--- config.mk ---
export PLATFORM = sky130hd
export DESIGN_NAME = branch_redirect_ctrl
export DESIGN_NICKNAME = d
export VERILOG_FILES = /design/src/rtl/branch_redirect_ctrl.sv
export SDC_FILE = /design/constraint.sdc
export NUM_CORES = 1
export LEC_CHECK = 0
export BUFFER_PORTS_ARGS = -buffer_cell sky130_fd_sc_hd__buf_2
export CORE_MARGIN = 3
export CORE_UTILIZATION = 30
export CTS_CLUSTER_DIAMETER = 200
export DETAILED_ROUTE_END_ITERATION = 16
export GPL_ROUTABILITY_DRIVEN = 0
export RECOVER_POWER = 100
export SKIP_LAST_GASP = 1
export SYNTH_ARGS = -nofsm -noshare
export SYNTH_HDL_FRONTEND = slang
export SYNTH_SLANG_ARGS = --single-unit
--- constraint.sdc ---
create_clock -name clk -period 2.8 [get_ports clk]
set_input_delay 0.84 -clock clk [delete_from_list [all_inputs] [get_ports clk]]
set_output_delay 0.84 -clock clk [all_outputs]
set_load 0.01 [all_outputs]
--- src/rtl/branch_redirect_ctrl.sv ---
// branch_redirect_ctrl: turns a resolved EX branch/jump into a fetch redirect, flushes and drains refill bubbles.
// Optional counters are built when BRANCH_STATS_EN is defined; otherwise stat_* are tied to zero.
module branch_redirect_ctrl #(
  parameter int XLEN         = 32,
  parameter int DRAIN_CYCLES = 2
) (
  input  logic            clk,
  input  logic            rst,
  input  logic            ex_valid,
  input  logic            ex_branch,
  input  logic            ex_jump,
  input  logic            branch_flag,
  input  logic [XLEN-1:0] ex_target,
  input  logic            pipe_stall,
  output logic            redir_valid,
  output logic [XLEN-1:0] redir_pc,
  input  logic            redir_ready,
  output logic            flush_if_id,
  output logic            flush_id_ex,
  output logic            misalign_exc,
  output logic            busy,
  output logic [31:0]     stat_branches,
  output logic [31:0]     stat_taken,
  output logic [31:0]     stat_bubbles
);
  typedef enum logic [1:0] {IDLE, REDIRECT, DRAIN} state_t;
  localparam int CW = DRAIN_CYCLES > 2 ? $clog2(DRAIN_CYCLES) : 1;
  state_t state_q, state_d;
  logic [XLEN-1:0] pc_q, pc_d;
  logic [CW-1:0] cnt_q, cnt_d;
  logic mis_q, mis_d;
  logic accept, taken, aligned;
  // The handshake cycle is the first of the DRAIN_CYCLES flushed cycles; cnt holds the ones left after it.
  always_comb begin
    accept  = state_q == IDLE && ex_valid && (ex_branch || ex_jump) && !pipe_stall;
    taken   = accept && branch_flag;
    aligned = ex_target[1:0] == 2'b00;
    state_d = state_q;
    pc_d    = pc_q;
    cnt_d   = cnt_q;
    mis_d   = taken && !aligned;
    case (state_q)
      IDLE: if (taken && aligned) begin
        state_d = REDIRECT;
        pc_d    = ex_target;
      end
      REDIRECT: if (redir_ready) begin
        state_d = DRAIN_CYCLES == 1 ? IDLE : DRAIN;
        cnt_d   = CW'(DRAIN_CYCLES - 1);
      end
      DRAIN: if (!pipe_stall) begin
        cnt_d   = cnt_q - 1'b1;
        state_d = cnt_q <= CW'(1) ? IDLE : DRAIN;
      end
      default: state_d = IDLE;
    endcase
  end
  always_ff @(posedge clk) begin
    if (rst) begin
      state_q <= IDLE;
      pc_q    <= '0;
      cnt_q   <= '0;
      mis_q   <= 1'b0;
    end else begin
      state_q <= state_d;
      pc_q    <= pc_d;
      cnt_q   <= cnt_d;
      mis_q   <= mis_d;
    end
  end
  assign redir_valid  = state_q == REDIRECT;
  assign redir_pc     = pc_q;
  assign misalign_exc = mis_q;
  assign busy         = state_q != IDLE;
  assign flush_id_ex  = taken && aligned;
  assign flush_if_id  = flush_id_ex || busy;
`ifdef BRANCH_STATS_EN
  logic [31:0] branches_q, branches_d, taken_q, taken_d, bubbles_q, bubbles_d;
  always_comb begin
    branches_d = accept && ~&branches_q ? branches_q + 32'd1 : branches_q;
    taken_d    = taken && ~&taken_q ? taken_q + 32'd1 : taken_q;
    bubbles_d  = flush_if_id && ~&bubbles_q ? bubbles_q + 32'd1 : bubbles_q;
  end
  always_ff @(posedge clk) begin
    if (rst) begin
      branches_q <= '0;
      taken_q    <= '0;
      bubbles_q  <= '0;
    end else begin
      branches_q <= branches_d;
      taken_q    <= taken_d;
      bubbles_q  <= bubbles_d;
    end
  end
  assign stat_branches = branches_q;
  assign stat_taken    = taken_q;
  assign stat_bubbles  = bubbles_q;
`else
  assign stat_branches = 32'h0;
  assign stat_taken    = 32'h0;
  assign stat_bubbles  = 32'h0;
`endif
endmodule
==> summary.txt <==
STA
  • Aggregate negative setup slack: 0 ps
  • Peak clock frequency supported by timing: 388 MHz
  • Worst-Margin Slew: 1020 ps
  • Worst Skew: 8.05 ps
  • Unrepaired setup endpoints after global routing: false
  • Hold violation count in the final report: 0
  • Worst slew margin relative to its limit: 32.2%
  • Final setup violation count: 0
  • Post-route fraction of the period consumed by the critical path: 92.1%
  • Max-slew violation count: 0
  • Crit path time final: 2580 ps

Routing
  • Total routed wirelength: 3970 um
  • Wirelength per Cell: 9.41 um
  • Via count of the routed design: 1475
  • Iteration-0 DRC count of the detailed router: 34
  • Via count normalized by instance count: 3.50
  • Number of DRC violations after detailed routing: 0
  • Number of optimization iterations in the first detailed-route pass: 4
  • Final ANT Viol Nets: 0

Synthesis
  • Library cells used by synthesis: 20
  • Cell type with the largest total area after synthesis: buf_4
  • Average size of a mapped cell: 9.32 um^2
  • Gate count after technology mapping: 249
  • YS warnings: 0
  • Proportion of netlist area held by the largest area contributor: 31.1%
  • Proportion of synthesized chip area in sequential cells: 30.2%
  • FF+latch count, synth: 35
  • Top area cells in the synthesized netlist: buf_4 31%, dfxtp_1 30%, nand2b_1 16%, mux2i_1 13%, buf_12 2.6%
  • Post-synthesis cell area: 0.00232 mm^2

Floorplanning
  • Number of rows in the core area: 31
  • Die width: 94.0 um
  • Starting utilization of the core area: 31.5%
  • Die span in y: 94.0 um
  • Total die area: 0.00883 mm^2
  • Core area: 0.00737 mm^2
  • Number of I/O pins: 173

Global routing
  • Total global routing track utilization: 8.29%
  • Initial antenna violation count: 0
  • Wire length of the first global-routing pass: 5670 um
  • Largest net degree at the start of global routing: 66
  • Congestion Overflow GR: 0
  • Vias in the first global route: 1189

Layout
  • Ant. Diodes: 0
  • Final cell count without fillers: 422
  • Layout filler cell count: 821
  • Area growth, synth to finish: 5.66%
  • Nets@finish: 362
  • Fraction of layout cells with a size suffix above 1: 16.1%

Power and ir drop
  • Sequential power share: 42.4%
  • Worst vdd rail ir drop: 0.000189 V
  • P_sw: 0.000288 W
  • Switching Share: 24.1%
  • Pwr Density: 486 mW/mm^2
  • Total internal power: 0.000904 W
  • Standby leakage power: 1.09 nW
  • Clock share of power: 45.9%
  • Comb pwr share: 11.8%

Place
  • Final HPWL from detailed placement: 2980 um
  • Quantity of I/O buffers inserted on ports: 76
  • # placed instances: 414

Outcome
  • Run status: complete, no violations

Clock tree
  • CTS tree: done
  • Clock tree root driver cell: clkbuf_8
  • Clock-pin slew reported for the worst setup and hold paths after clock tree synthesis: 70 ps
  • Buffers inserted during post-CTS setup optimization: 0
  • Number of levels in the clock H-tree: 2
  • Cts-stage hold buffer count: 0
  • Clock Tree Buf Depth: 2
  • Later-pin clock latency in the skew report: 290 ps
  • Total of cells resized after clock tree synthesis: 0
  • Number of buffers inserted during clock tree synthesis: 5
  • Number of sinks driven by the clock tree: 35

Worst setup path
  • Crit Path Max Fanout: 4
  • Critical Path Most Common Cell: buf_2
  • Gate family responsible for the most delay along the worst path: simple AND/OR/NAND/NOR gates
  • Number of buffer and inverter instances along the worst setup path: 2
  • Sort of element at the end of the critical path: primary output
  • Arrival time of the worst setup path: 1740 ps
  • Delay contributed by the slowest stage of the critical path: 350 ps
  • Slowest library cell on the worst path: nor4b_2
  • Critical Setup Path Class: input pin to primary output
  • Cell-by-cell listing of the critical path: buf_2 > nand3b_1 > nor4b_2 > or2_1 > buf_2
  • CP Launch Type: input pin
  • Data required time of the critical path: 1960 ps

Job
  • Max-Cap Viols: 0

Hold path
  • Worst Hold Class: flip-flop to flip-flop
==> layout by cell type, fill, tap and decap left out <==
master | synthesis | layout
clkbuf_1 | 7 | 35
o21ba_1 | 1 | 1
clkinvlp_4 | 0 | 1
a2bb2oi_1 | 1 | 1
nand3b_1 | 1 | 1
conb_1 | 1 | 96
nor4b_1 | 1 | 1
mux2i_1 | 30 | 30
nor2b_1 | 1 | 2
buf_2 | 0 | 41
nor4b_2 | 0 | 1
clkbuf_8 | 0 | 5
or2_1 | 1 | 1
or2_0 | 0 | 1
nand2b_1 | 60 | 60
bufinv_16 | 0 | 2
nor3b_1 | 2 | 2
nand2_1 | 1 | 1
nor2_1 | 4 | 4
clkbuf_2 | 0 | 2
dfxtp_1 | 35 | 35
==> cell usage after synthesis <==
| cell type | instances |
|---|---|
| clkbuf_1 | 7 |
| nor4b_1 | 1 |
| nand2b_1 | 60 |
| buf_6 | 1 |
| mux2i_1 | 30 |
| nor4b_4 | 1 |
| nand2_1 | 1 |
| buf_4 | 96 |
| or2_4 | 1 |
| nand3b_1 | 1 |
| or2_1 | 1 |
| dfxtp_1 | 35 |
| conb_1 | 1 |
| nor2_1 | 4 |
| buf_12 | 3 |
| nor3b_1 | 2 |
| nor2b_1 | 1 |
| o21ba_1 | 1 |
| nor2b_2 | 1 |
| a2bb2oi_1 | 1 |
==> final timing paths <==
check                    from  cells past startpoint  slack (ps)            to
setup / recovery   pipe_stall                      5         220   flush_if_id
hold / removal    redir_pc[3]                      2         470   redir_pc[3]
setup reg to reg   state_q[0]                      4         620  redir_pc[27]
hold reg to reg   redir_pc[3]                      2         470   redir_pc[3]
==> power by group through the flow <==
stage          Clock (W)  Combinational, W  Sequential (W)
2_1_floorplan          0          0.000202        0.000519
3_3_place_gp           0          0.000139        0.000516
3_5_place_dp           0          0.000141        0.000516
4_1_cts         0.000574          0.000141        0.000505
5_1_grt         0.000593          0.000158        0.000505
6_report        0.000547          0.000140        0.000505
==> sequential cells by signal, indices dropped and copies added (netlist names) <==
signal,count
state_q,2
redir_pc,32
misalign_exc,1
==> per-stage QoR <==
step	worst slack, ps	total power, W	util (%)	hold WS [ps]	area, um^2
after floorplan	363	0.000721	-	493	2680
after global placement	250	0.000655	32.3	456	2380
after detailed placement	240	0.000657	32.3	460	2380
after CTS	243	0.00122	34.1	476	2510
after global routing	112	0.00126	33.3	490	2450
final	220	0.00119	33.3	472	2450
==> per-layer routing <==
metal  wire [um]  track usage, %
met5           0               0
met4          43            3.61
met3         512            3.93
met2        1910            13.8
met1        1500            8.94
==> tightest hold or removal path, stage by stage, from the launching register on <==
cell and delay, ps:
dfxtp_1 310, nand2b_1 60, mux2i_1 60
==> cell type report <==
class	count	area [um^2]	share of cell area, %
flip-flops and latches	35	701	28.6
well taps	99	124	5.05
repair buffers	78	347	14.1
clock inverters	3	67.6	2.76
multi-input cells	202	1140	46.7
clock buffers	5	68.8	2.81
==> kinds of logic after synthesis <==
kind of cell           Yosys count  synth area share, %
AO/OA/AOI/OAI                    2                0.809
buffers and inverters          107                 35.3
flip-flops                      35                 30.2
multiplexers                    30                 12.9
other                            1                0.162
AND/OR/NAND/NOR                 74                 20.6
No activity file was read; power rests on OpenSTA's default activity.
